## config.mk

```make
export PLATFORM = sky130hd
export DESIGN_NAME = ct_vfdsu_wb_buf_flat
export DESIGN_NICKNAME = d
export VERILOG_FILES = /design/src/rtl/ct_vfdsu_pkg.sv /design/src/rtl/ct_vfdsu_wb_buf_if.sv /design/src/rtl/ct_vfdsu_nanbox.sv /design/src/rtl/ct_vfdsu_wb_buf.sv /design/src/flat_wrapper.sv
export SDC_FILE = /design/constraint.sdc
export NUM_CORES = 1
export LEC_CHECK = 0
export ABC_CLOCK_PERIOD_IN_PS = 3900
export CORE_MARGIN = 3
export CORE_UTILIZATION = 45
export DETAILED_ROUTE_END_ITERATION = 7
export MAX_ROUTING_LAYER = met4
export PLACE_DENSITY_LB_ADDON = 0.15
export SYNTH_ARGS = -nofsm -noshare
export SYNTH_HDL_FRONTEND = slang
export SYNTH_SLANG_ARGS = --single-unit
```

## constraint.sdc

```tcl
create_clock -name forever_cpuclk -period 3.9 [get_ports forever_cpuclk]
set_clock_uncertainty 0.2 [all_clocks]
set_input_delay 0.39 -clock forever_cpuclk [delete_from_list [all_inputs] [get_ports forever_cpuclk]]
set_output_delay 0.39 -clock forever_cpuclk [all_outputs]
set_load 0.05 [all_outputs]
```

## src/rtl/ct_vfdsu_pkg.sv

```systemverilog
// Shared VFDSU types: writeback entry layout, result formats and NaN-box fill constants.
// Pure declarations, no logic and no backpressure.
package ct_vfdsu_pkg;

    localparam logic [31:0] NANBOX_S = 32'hFFFF_FFFF;
    localparam logic [47:0] NANBOX_H = 48'hFFFF_FFFF_FFFF;

    typedef struct packed {
        logic [63:0] data;
        logic [4:0]  expt;
        logic [6:0]  vreg;
        logic [4:0]  ereg;
        logic [6:0]  iid;
    } wb_entry_t;

    typedef enum logic [1:0] {
        FMT_DOUBLE = 2'd0,
        FMT_SINGLE = 2'd1,
        FMT_HALF   = 2'd2,
        FMT_BFLOAT = 2'd3
    } fmt_e;

    // Several format bits may be set; the widest one wins, and none set means double.
    function automatic fmt_e fmt_decode(input logic dbl, input logic sgl,
                                        input logic hlf, input logic bf16);
        fmt_e fmt;
        fmt = FMT_DOUBLE;
        if (dbl)       fmt = FMT_DOUBLE;
        else if (sgl)  fmt = FMT_SINGLE;
        else if (hlf)  fmt = FMT_HALF;
        else if (bf16) fmt = FMT_BFLOAT;
        return fmt;
    endfunction

endpackage

```

## src/rtl/ct_vfdsu_wb_buf_if.sv

```systemverilog
// EX4 push side and writeback pop side of the VFDSU result buffer.
// slave = the buffer itself; master = pipeline control plus writeback arbiter.
interface ct_vfdsu_wb_buf_if;

    logic        rtu_yy_xx_flush;
    logic        ex4_out_vld;
    logic [63:0] ex4_out_result;
    logic [4:0]  ex4_out_expt;
    logic [6:0]  ex4_dst_vreg;
    logic [4:0]  ex4_dst_ereg;
    logic [6:0]  ex4_iid;
    logic        ex4_double;
    logic        ex4_single;
    logic        ex4_half;
    logic        ex4_bfloat;
    logic        wbbuf_ex4_ready;

    logic        wb_vld;
    logic        wb_ready;
    logic [63:0] wb_freg_data;
    logic [4:0]  wb_ereg_data;
    logic [6:0]  wb_vreg;
    logic [4:0]  wb_ereg;
    logic [6:0]  wb_iid;

    modport slave (
        input  rtu_yy_xx_flush, ex4_out_vld, ex4_out_result, ex4_out_expt,
               ex4_dst_vreg, ex4_dst_ereg, ex4_iid,
               ex4_double, ex4_single, ex4_half, ex4_bfloat, wb_ready,
        output wbbuf_ex4_ready, wb_vld, wb_freg_data, wb_ereg_data,
               wb_vreg, wb_ereg, wb_iid
    );

    modport master (
        output rtu_yy_xx_flush, ex4_out_vld, ex4_out_result, ex4_out_expt,
               ex4_dst_vreg, ex4_dst_ereg, ex4_iid,
               ex4_double, ex4_single, ex4_half, ex4_bfloat, wb_ready,
        input  wbbuf_ex4_ready, wb_vld, wb_freg_data, wb_ereg_data,
               wb_vreg, wb_ereg, wb_iid
    );

endinterface

```

## src/rtl/ct_vfdsu_nanbox.sv

```systemverilog
// Combinational NaN-boxing of a narrow FP result into a 64-bit register value.
// Zero latency; no state, no backpressure.
module ct_vfdsu_nanbox
    import ct_vfdsu_pkg::*;
(
    input  logic [63:0] result,
    input  logic        fmt_double,
    input  logic        fmt_single,
    input  logic        fmt_half,
    input  logic        fmt_bfloat,
    output logic [63:0] boxed
);

    fmt_e fmt;

    always_comb begin
        fmt   = fmt_decode(fmt_double, fmt_single, fmt_half, fmt_bfloat);
        boxed = result;
        case (fmt)
            FMT_SINGLE: boxed = {NANBOX_S, result[31:0]};
            FMT_HALF,
            FMT_BFLOAT: boxed = {NANBOX_H, result[15:0]};
            default:    boxed = result;
        endcase
    end

endmodule

```

## src/rtl/ct_vfdsu_wb_buf.sv

```systemverilog
// Two-entry in-order VFDSU result buffer (EX4 -> FP/vector writeback), 1-cycle push-to-head latency, no bypass.
// Backpressure: ready drops only when full and wb_ready is low; VFDSU_WBBUF_NANBOX_EN enables NaN-boxing on write.
module ct_vfdsu_wb_buf
    import ct_vfdsu_pkg::*;
#(
    parameter int DEPTH = 2
) (
    input  logic              forever_cpuclk,
    input  logic              cpurst_b,
    ct_vfdsu_wb_buf_if.slave  bus
);

    wb_entry_t   entry_q [DEPTH];
    logic        wr_ptr_q;
    logic        rd_ptr_q;
    logic [1:0]  cnt_q;

    logic        full;
    logic        push;
    logic        pop;
    logic [63:0] wr_data;
    wb_entry_t   wr_entry;
    wb_entry_t   head;

`ifdef VFDSU_WBBUF_NANBOX_EN
    ct_vfdsu_nanbox u_nanbox (
        .result     (bus.ex4_out_result),
        .fmt_double (bus.ex4_double),
        .fmt_single (bus.ex4_single),
        .fmt_half   (bus.ex4_half),
        .fmt_bfloat (bus.ex4_bfloat),
        .boxed      (wr_data)
    );
`else
    logic unused_fmt;
    assign unused_fmt = ^{bus.ex4_double, bus.ex4_single, bus.ex4_half, bus.ex4_bfloat};
    assign wr_data    = bus.ex4_out_result;
`endif

    // A full buffer still accepts a push in the cycle its head drains.
    assign full                = (cnt_q == 2'(DEPTH));
    assign bus.wbbuf_ex4_ready = !full || bus.wb_ready;
    assign push                = bus.ex4_out_vld && bus.wbbuf_ex4_ready;
    assign pop                 = bus.wb_vld && bus.wb_ready;

    always_comb begin
        wr_entry      = '0;
        wr_entry.data = wr_data;
        wr_entry.expt = bus.ex4_out_expt;
        wr_entry.vreg = bus.ex4_dst_vreg;
        wr_entry.ereg = bus.ex4_dst_ereg;
        wr_entry.iid  = bus.ex4_iid;
    end

    always_ff @(posedge forever_cpuclk) begin
        if (!cpurst_b) begin
            cnt_q    <= 2'd0;
            wr_ptr_q <= 1'b0;
            rd_ptr_q <= 1'b0;
            for (int i = 0; i < DEPTH; i++) begin
                entry_q[i] <= '0;
            end
        end else if (bus.rtu_yy_xx_flush) begin
            // Flush only rewinds control; stale entry contents are never visible with cnt = 0.
            cnt_q    <= 2'd0;
            wr_ptr_q <= 1'b0;
            rd_ptr_q <= 1'b0;
        end else begin
            if (push) begin
                entry_q[wr_ptr_q] <= wr_entry;
                wr_ptr_q          <= ~wr_ptr_q;
            end
            if (pop) begin
                rd_ptr_q <= ~rd_ptr_q;
            end
            case ({push, pop})
                2'b10:   cnt_q <= cnt_q + 2'd1;
                2'b01:   cnt_q <= cnt_q - 2'd1;
                default: cnt_q <= cnt_q;
            endcase
        end
    end

    assign head             = entry_q[rd_ptr_q];
    assign bus.wb_vld       = (cnt_q != 2'd0);
    assign bus.wb_freg_data = head.data;
    assign bus.wb_ereg_data = head.expt;
    assign bus.wb_vreg      = head.vreg;
    assign bus.wb_ereg      = head.ereg;
    assign bus.wb_iid       = head.iid;

endmodule

```

## src/flat_wrapper.sv

```systemverilog
// flat-port wrapper written by rule: the top's interface ports become plain ports
module ct_vfdsu_wb_buf_flat import ct_vfdsu_pkg::*;
#(
    parameter int DEPTH = 2
)
  (forever_cpuclk, cpurst_b, bus_rtu_yy_xx_flush, bus_ex4_out_vld, bus_ex4_out_result, bus_ex4_out_expt, bus_ex4_dst_vreg, bus_ex4_dst_ereg, bus_ex4_iid, bus_ex4_double, bus_ex4_single, bus_ex4_half, bus_ex4_bfloat, bus_wb_ready, bus_wbbuf_ex4_ready, bus_wb_vld, bus_wb_freg_data, bus_wb_ereg_data, bus_wb_vreg, bus_wb_ereg, bus_wb_iid);
  ct_vfdsu_wb_buf_if bus_i ();
  input  logic forever_cpuclk;
  input  logic cpurst_b;
  input wire logic [$bits(bus_i.rtu_yy_xx_flush)-1:0] bus_rtu_yy_xx_flush;
  input wire logic [$bits(bus_i.ex4_out_vld)-1:0] bus_ex4_out_vld;
  input wire logic [$bits(bus_i.ex4_out_result)-1:0] bus_ex4_out_result;
  input wire logic [$bits(bus_i.ex4_out_expt)-1:0] bus_ex4_out_expt;
  input wire logic [$bits(bus_i.ex4_dst_vreg)-1:0] bus_ex4_dst_vreg;
  input wire logic [$bits(bus_i.ex4_dst_ereg)-1:0] bus_ex4_dst_ereg;
  input wire logic [$bits(bus_i.ex4_iid)-1:0] bus_ex4_iid;
  input wire logic [$bits(bus_i.ex4_double)-1:0] bus_ex4_double;
  input wire logic [$bits(bus_i.ex4_single)-1:0] bus_ex4_single;
  input wire logic [$bits(bus_i.ex4_half)-1:0] bus_ex4_half;
  input wire logic [$bits(bus_i.ex4_bfloat)-1:0] bus_ex4_bfloat;
  input wire logic [$bits(bus_i.wb_ready)-1:0] bus_wb_ready;
  output wire logic [$bits(bus_i.wbbuf_ex4_ready)-1:0] bus_wbbuf_ex4_ready;
  output wire logic [$bits(bus_i.wb_vld)-1:0] bus_wb_vld;
  output wire logic [$bits(bus_i.wb_freg_data)-1:0] bus_wb_freg_data;
  output wire logic [$bits(bus_i.wb_ereg_data)-1:0] bus_wb_ereg_data;
  output wire logic [$bits(bus_i.wb_vreg)-1:0] bus_wb_vreg;
  output wire logic [$bits(bus_i.wb_ereg)-1:0] bus_wb_ereg;
  output wire logic [$bits(bus_i.wb_iid)-1:0] bus_wb_iid;
  assign bus_i.rtu_yy_xx_flush = bus_rtu_yy_xx_flush;
  assign bus_i.ex4_out_vld = bus_ex4_out_vld;
  assign bus_i.ex4_out_result = bus_ex4_out_result;
  assign bus_i.ex4_out_expt = bus_ex4_out_expt;
  assign bus_i.ex4_dst_vreg = bus_ex4_dst_vreg;
  assign bus_i.ex4_dst_ereg = bus_ex4_dst_ereg;
  assign bus_i.ex4_iid = bus_ex4_iid;
  assign bus_i.ex4_double = bus_ex4_double;
  assign bus_i.ex4_single = bus_ex4_single;
  assign bus_i.ex4_half = bus_ex4_half;
  assign bus_i.ex4_bfloat = bus_ex4_bfloat;
  assign bus_i.wb_ready = bus_wb_ready;
  assign bus_wbbuf_ex4_ready = bus_i.wbbuf_ex4_ready;
  assign bus_wb_vld = bus_i.wb_vld;
  assign bus_wb_freg_data = bus_i.wb_freg_data;
  assign bus_wb_ereg_data = bus_i.wb_ereg_data;
  assign bus_wb_vreg = bus_i.wb_vreg;
  assign bus_wb_ereg = bus_i.wb_ereg;
  assign bus_wb_iid = bus_i.wb_iid;
  ct_vfdsu_wb_buf #(.DEPTH(DEPTH)) u_core (.forever_cpuclk(forever_cpuclk), .cpurst_b(cpurst_b), .bus(bus_i));
endmodule
```

; ---- Yosys cells after proc, flatten, opt, wreduce, memory -nomap -nowiden
; Memory sizes are Yosys's and may differ from the RTL's. A register that Yosys moved wholly into a read port is not among the register bits.
; Index checks and enable logic that the tools add are counted.
[totals]
in_bits = 97
regBits = 4
output_inout_bits = 90
n_memories = 1
mem_bits_rw = 176
word_cells = 31
[classes]
reduce_logical = 8
addsub = 2
bitwise = 3
n_mux = 11
eq_ne = 3
[mem_list]
columns = memory, words, word_bits, rd, rd_clocked_by_memory_dff, wr, line_no
row1 = u_core.entry_q, 2, 88, 1, 1, 2, ct_vfdsu_wb_buf.sv:13  ; wb_entry_t entry_q [DEPTH];
[ops]
columns = op, n
row1 = 88-bit two-way mux, 1
row2 = 88-bit OR reduction, 1
row3 = 1-bit two-way mux, 9
row4 = "2-bit equality test, second input constant", 2
row5 = 2-bit one-hot mux with 2 select lines, 1
row6 = 2-bit nonzero test, 2
row7 = 1-bit inverter, 3
row8 = "2-bit by 1-bit adder with 2-bit output, second input constant", 1
row9 = "2-bit by 1-bit equality test with 1-bit output, second input constant", 1
row10 = 1-bit logical AND, 2
row11 = 2-bit OR reduction, 1
row12 = "2-bit by 1-bit subtractor with 2-bit output, second input constant", 1
row13 = 1-bit zero test, 1
row14 = 1-bit logical OR, 1

; ---- Longest topological paths before layout
; Gate-level depths: netlist of the first run.
[depth]
ltp_word = 10
ltp_mapped = 6
depth_no_buf = 6

; ---- Worst setup path after synthesis of the first run
; OpenSTA, ideal clock, no wires.
[synth_timing]
kind = flip-flop to flip-flop
start = register u_core.cnt_q[1]
end = memory u_core.entry_q[0][0] (netlist bit) (enable)
setup_ps = 462
t_arrival_ps = 3453
path_stages_with_launch = 5
path_buffers = 1
path_slack_ps = -214
synth_period_minus_slack_ps = 4114
t_required_ps = 3238
path_cell_list = dfxtp_1 > or3b_4 > nor4b_4 > clkbuf_1 > nand2b_1
[synth_lines]
columns = element, line_no
row1 = start: declaration, ct_vfdsu_wb_buf.sv:16  ; logic [1:0] cnt_q;
row2 = start signal: assignment, ct_vfdsu_wb_buf.sv:77  ; 2'b10: cnt_q <= cnt_q + 2'd1;
row3 = start signal: assignment, ct_vfdsu_wb_buf.sv:78  ; 2'b01: cnt_q <= cnt_q - 2'd1;
row4 = start signal: assignment, ct_vfdsu_wb_buf.sv:79  ; default: cnt_q <= cnt_q;
row5 = end: declaration, ct_vfdsu_wb_buf.sv:13

==> key figures, run 1 <==
Setup path
  • Worst Path Arrival: 2520 ps
  • CP Capture Type: output pin
  • Worst R2R Path Depth: 4
  • Critical path type: reg -> out
  • Crit Reg-Reg Startpoint: u_core.cnt_q[1]
  • Crit path max fanout: 26
  • R2r endpoint: u_core.entry_q[1][24]
  • CP Data Required Time: 3310 ps
  • Critical Path Sink: bus_wb_freg_data[16]
  • R2R setup slack: 1730 ps
  • CP Launch Type: register

Timing
  • Hold Vio Cnt, Final: 0
  • Minimum clock period: 3110 ps
  • Setup violators final: 0
  • Pins over their slew limit: 0
  • RSZ-0062 raised after global routing: false
  • Sum Neg Setup Slack: 0 ps
  • Worst-margin pin slew: 836 ps
  • Slew HR: 44.2%
  • Fin Hold WS: 311 ps
  • Highest Clock Rate: 0.321 GHz
  • Final Cycle Share: 79.9%

Floorplanning
  • Die Ht: 138 µm
  • Initial Utilization: 46.6%
  • Die Wd: 138 µm
  • Core area: 16800 µm²
  • I/O pin total: 187
  • DIE AREA: 19000 µm²
  • # rows: 47

Placement
  • Placed insts: 876
  • IO Port Bufs: 182
  • GPL Wtd Cong: 0.699
  • Dpl hpwl: 9.81 mm

Detailed routing
  • DR vias/cell: 4.92
  • Routed wire length: 16.0 mm
  • First-pass iteration count of the detailed router: 4
  • Avg WL per Cell: 17.7 µm
  • DRT iter0 DRCs: 176
  • Via count: 4465
  • Remaining antenna violation count: 0
  • Drt drc: 0

Pwr
  • Peak supply drop: 0.306 mV
  • Net Sw Frac: 23.6%
  • P per Cell Area: 437 nW/µm²
  • Pint: 3490 µW
  • NetSw: 1080 µW
  • Logic gate share of total power: 13.9%
  • Sequential power share: 49.4%
  • Clk pwr share: 36.7%
  • Leak Pwr: 0.00389 µW

Global route
  • First-pass GRT wire length: 24.5 mm
  • Number of global-route vias before repair: 4904
  • Largest net degree at the start of global routing: 90
  • Initial antenna violation count: 0
  • Overflow after GRT: 0
  • GRT Total Usage: 17.8%

Logic synthesis
  • Sequential share of the synthesized area: 69.0%
  • Simple-Gate Fraction of Synth Area: 15.7%
  • Post-Syn Area per Cell: 15.7 µm²
  • Netlist cell types: 27
  • Post-synth net total: 594
  • Mux cell area share after synthesis: 12.7%
  • Synth Register Bits: 181
  • Compound-cell area share of the yosys netlist: 0.320%
  • Cell count after synthesis: 496
  • Post-synthesis adder-cell area fraction: 0.160%
  • Main combinational cell family by area after synthesis: simple AND/OR/NAND/NOR gates
  • Yosys warns: 0
  • Post-Syn Area: 7810 µm²
  • Post-Synth XOR/XNOR Area: 0.336%

Flow run
  • Max Cap Viol: 0

Clock tree
  • Post-cts resize count: 0
  • Reg clk slew, reported paths: 60 ps
  • CTS tree: done
  • H-tree levels: 4
  • Root Driver: clkbuf_16
  • Hold buffer count at CTS: 0
  • TritonCTS buffer count: 17
  • Post-CTS Setup Inserts: 0
  • CTS sink count: 181
  • Clk buf depth: 2
  • Later-pin clock latency in the skew report: 410 ps

Layout
  • Area grow syn2layout: 33.8%
  • ANT cells: 0
  • Layout cells sized above 1: 19.8%
  • Commonest non-fill, non-tap cell in the layout: clkdlybuf4s50_1
  • Commonest cells after routing, fill and taps aside: clkdlybuf4s50_1 (182), edfxtp_1 (176), and2_1 (166)
  • Final #Nets: 773
  • Fin cells: 908

Status
  • Outcome: finished, final reports clean

Hold path
  • Worst min-delay path category: reg -> reg
==> sequential cells by signal, summed over array words and instances (netlist names), named ones only <==
name and flops:
u_core.entry_q 176, u_core.cnt_q 2, u_core.rd_ptr_q 1, u_core.wr_ptr_q 1
==> critical path, cell delays in order, from the launching register on <==
cell	delay, ps
dfxtp_4	600
buf_4	380
mux2_2	390
clkdlybuf4s50_1	720
==> power groups by stage <==
stage               clock, µW  sequential (µW)  combinational, µW
finish                   1670             2260                637
global route             1800             2270                672
CTS                      1710             2260                646
detailed placement          0             2300                642
global placement            0             2290                638
floorplan                   0             2290                380
==> routing by layer <==
metal  track usage, %  vias to the layer above  wire length, µm
li1                 -                     2120                -
met2             30.2                      122             8490
met1             20.5                     2214             6310
met3             5.11                        9             1080
met5                -                        -                0
met4             5.65                        0              144
==> metrics by stage <==
stage | total power [µW] | utilization [%] | area [µm²] | setup slack, ps
6_report | 4570 | 62.3 | 10400 | 785
5_1_grt | 4740 | 62.3 | 10400 | 690
4_1_cts | 4620 | 62.3 | 10400 | 744
3_5_place_dp | 2940 | 58.9 | 9870 | 1050
3_3_place_gp | 2930 | 58.9 | 9870 | 1120
2_1_floorplan | 2670 | - | 7810 | 822
==> synthesized netlist by cell type <==
cell type / n / area (µm²)
edfxtp_1: 176 / 5290
nor4b_4: 1 / 23.8
inv_1: 1 / 3.75
o21a_1: 1 / 7.51
buf_6: 1 / 11.3
or3b_4: 1 / 11.3
nand2b_1: 3 / 18.8
dfxtp_1: 5 / 100
o21ai_0: 1 / 5.00
and2_1: 166 / 1040
a21oi_1: 1 / 5.00
xor2_1: 1 / 8.76
mux2_2: 88 / 991
buf_1: 1 / 3.75
or2_2: 1 / 6.26
and2_4: 10 / 87.6
nor2_1: 3 / 11.3
buf_2: 3 / 15.0
clkbuf_1: 22 / 82.6
buf_8: 2 / 30.0
or3_1: 1 / 6.26
and3b_1: 1 / 8.76
a21o_1: 1 / 7.51
xnor2_1: 2 / 17.5
nand2_1: 1 / 3.75
and3_1: 1 / 6.26
ha_1: 1 / 12.5
==> kinds of logic after synthesis <==
group                    count (synthesis)
AO/OA/AOI/OAI                            4
XOR/XNOR                                 3
adder cells (fa/ha/maj)                  1
buffers and inverters                   30
flip-flops                             181
multiplexers                            88
AND/OR/NAND/NOR                        189
==> worst min path at each step <==
stage                               start              end  slack (ps)  cells past startpoint
after global routing      u_core.rd_ptr_q  u_core.rd_ptr_q         380                      2
after detailed placement  u_core.rd_ptr_q  u_core.rd_ptr_q         300                      2
after global placement    u_core.rd_ptr_q  u_core.rd_ptr_q         300                      2
after CTS                 u_core.rd_ptr_q  u_core.rd_ptr_q         320                      2
final                     u_core.rd_ptr_q  u_core.rd_ptr_q         310                      2
after floorplan           u_core.cnt_q[1]  u_core.cnt_q[1]         270                      2
==> cell type report <==
| class | count | area, µm² |
|---|---|---|
| clock buffers | 20 | 437 |
| clock inverters | 12 | 136 |
| fillers | 1276 | 6310 |
| inverters | 1 | 3.75 |
| multi-input cells | 285 | 2290 |
| flip-flops and latches | 181 | 5390 |
| well taps | 220 | 275 |
| repair buffers | 189 | 1910 |
Power figures use the tool's default switching activity.
==> inputs of run 2 (changes only) <==
--- a/config.mk
+++ b/config.mk
@@ -5,9 +5,9 @@
 export SDC_FILE = /design/constraint.sdc
 export NUM_CORES = 1
 export LEC_CHECK = 0
-export ABC_CLOCK_PERIOD_IN_PS = 3900
+export ABC_CLOCK_PERIOD_IN_PS = 3100
 export CORE_MARGIN = 3
-export CORE_UTILIZATION = 45
+export CORE_UTILIZATION = 49
 export DETAILED_ROUTE_END_ITERATION = 7
 export MAX_ROUTING_LAYER = met4
 export PLACE_DENSITY_LB_ADDON = 0.15
==> constraint.sdc (replaced) <==
create_clock -name forever_cpuclk -period 3.1 [get_ports forever_cpuclk]
set_clock_uncertainty 0.2 [all_clocks]
set_input_delay 0.31 -clock forever_cpuclk [delete_from_list [all_inputs] [get_ports forever_cpuclk]]
set_output_delay 0.31 -clock forever_cpuclk [all_outputs]
set_load 0.05 [all_outputs]
==> run 2 against run 1 <==
Routed wire length down 4.7%. Clock power up 16%. Combinational power up 26%. Core utilization up 5.5 points. Largest power group unchanged. Die area down 7.8%. Power up 22%. Sequential power up 26%. Worst hold slack better by 12 ps. Critical path type unchanged.
==> key figures, run 2 (same netlist as run 1, synthesis figures left out) <==
Status
  • Outcome: finished, final reports clean

Clock tree
  • Clk buf depth: 2
  • Root Driver: clkbuf_16
  • H-tree levels: 4
  • Post-CTS Setup Inserts: 0
  • CTS tree: done
  • TritonCTS buffer count: 17
  • Later-pin clock latency in the skew report: 410 ps
  • Post-cts resize count: 0
  • Hold buffer count at CTS: 0
  • Reg clk slew, reported paths: 60 ps
  • CTS sink count: 181

Layout
  • ANT cells: 0
  • Design Area, Final: 10400 µm²
  • Largest Register: u_core.entry_q
  • Fill cell count: 1082
  • Commonest cells after routing, fill and taps aside: clkdlybuf4s50_1 (182), edfxtp_1 (176), and2_1 (166)
  • Top Registers: u_core.entry_q (176), u_core.cnt_q (2)
  • Fin cells: 900
  • Area grow syn2layout: 33.6%
  • Final #Nets: 774
  • Commonest non-fill, non-tap cell in the layout: clkdlybuf4s50_1
  • Layout cells sized above 1: 20.0%
  • Multi-input logic area: 2290 µm²
  • Storage cell area: 5390 µm²
  • Max reg flops: 176

Timing
  • Worst-margin pin slew: 815 ps
  • Sum Neg Setup Slack: 0 ps
  • Slew HR: 45.7%
  • Setup violators final: 0
  • RSZ-0062 raised after global routing: false
  • Hold Vio Cnt, Final: 0
  • Final Cycle Share: 93.9%
  • Pins over their slew limit: 0
  • Highest Clock Rate: 0.343 GHz
  • Minimum clock period: 2910 ps

Hold path
  • Hold Crit Start: u_core.cnt_q[1]
  • Hold Path Stages: 2
  • Hold Path Sink: u_core.cnt_q[1]
  • Worst min-delay path category: reg -> reg

Flow run
  • Max Cap Viol: 0

Detailed routing
  • Drt drc: 0
  • DRT iter0 DRCs: 175
  • Via count: 4429
  • Routed wire length: 15.3 mm
  • Remaining antenna violation count: 0
  • DR vias/cell: 4.92
  • First-pass iteration count of the detailed router: 4
  • Avg WL per Cell: 17.0 µm

Floorplanning
  • Initial Utilization: 50.8%
  • Die Wd: 132 µm
  • Core area: 15400 µm²
  • I/O pin total: 187
  • DIE AREA: 17500 µm²
  • # rows: 45
  • Die Ht: 132 µm

Placement
  • Placed insts: 868
  • Dpl hpwl: 9.43 mm
  • IO Port Bufs: 182
  • Dpl cell area: 9910 µm²
  • GPL Wtd Cong: 0.737

Setup path
  • CP Launch Type: register
  • Worst R2R Path Depth: 4
  • CP Capture Type: output pin
  • Crit path max fanout: 35
  • Crit Reg-Reg Startpoint: u_core.cnt_q[0]
  • Critical path type: reg -> out
  • R2r endpoint: u_core.entry_q[1][36]
  • CP Data Required Time: 2590 ps
  • R2R setup slack: 930 ps
  • Worst Path Arrival: 2400 ps

Pwr
  • Leak Pwr: 0.00388 µW
  • Design Power: 5590 µW
  • Peak supply drop: 0.391 mV
  • P per Cell Area: 536 nW/µm²

Global route
  • Largest net degree at the start of global routing: 90
  • Number of global-route vias before repair: 4883
  • GRT Total Usage: 18.7%
  • First-pass GRT wire length: 24.7 mm
  • Overflow after GRT: 0
  • Initial antenna violation count: 0
-- run 2: cell count changes in the layout (fill, tap and decap cells not counted), moves of 2 or more --
cell / before / now
clkinv_1: 5 / 3
buf_12: 3 / 6
bufinv_16: 3 / 1
buf_4: 4 / 2
clkinv_2: 2 / 4
clkinv_4: 2 / 0
clkinvlp_4: 0 / 2
-- run 2: per-stage QoR --
stage                     hold WS (ps)  util, %  setup slack (ps)
after global routing               335     67.9              75.7
final                              324     67.9               188
after CTS                          323     67.9               137
after detailed placement           307     64.5               434
after floorplan                    275        -              22.0
after global placement             298     64.5               509
-- run 2: how the worst max path moves through the flow --
stage | endpoint | slack (ps) | depth (start not counted) | startpoint
floorplan | u_core.entry_q[0][0] | 20 | 4 | u_core.cnt_q[1]
global placement | u_core.entry_q[1][85] | 510 | 5 | cpurst_b
detailed placement | u_core.entry_q[1][81] | 430 | 5 | cpurst_b
CTS | bus_wb_freg_data[56] | 140 | 3 | register
global route | bus_wb_freg_data[62] | 80 | 3 | register
finish | bus_wb_iid[1] | 190 | 3 | register
-- run 2: power by group --
| part | leakage [µW] | switching, µW | internal (µW) |
|---|---|---|---|
| logic | 0.00176 | 468 | 337 |
| clock network | 0.000254 | 850 | 1090 |
| registers | 0.00187 | 33.2 | 2810 |
| total | 0.00388 | 1350 | 4240 |
-- run 2: cell type report --
class	instances	area share [%]
sequential	181	51.7
multi-input combinational	285	22.0
timing repair buffer	190	18.8
clock buffer	21	4.22
tap	211	2.53
clock inverter	11	0.816
inverter	1	0.0360
-- run 2: critical path: stages, from the launching register on --
cell and delay [ps]:
dfxtp_4 600, buf_12 280, mux2_2 360, clkdlybuf4s50_1 730
-- run 2: per-layer routing --
metal	up-vias	wire [µm]	share of wire (%)	track usage, %
met1	2159	6120	40	20.6
met5	-	0	0	-
met3	26	1090	7.1	6.37
met4	0	282	1.8	6.41
li1	2126	-	-	-
met2	118	7780	51	32.0
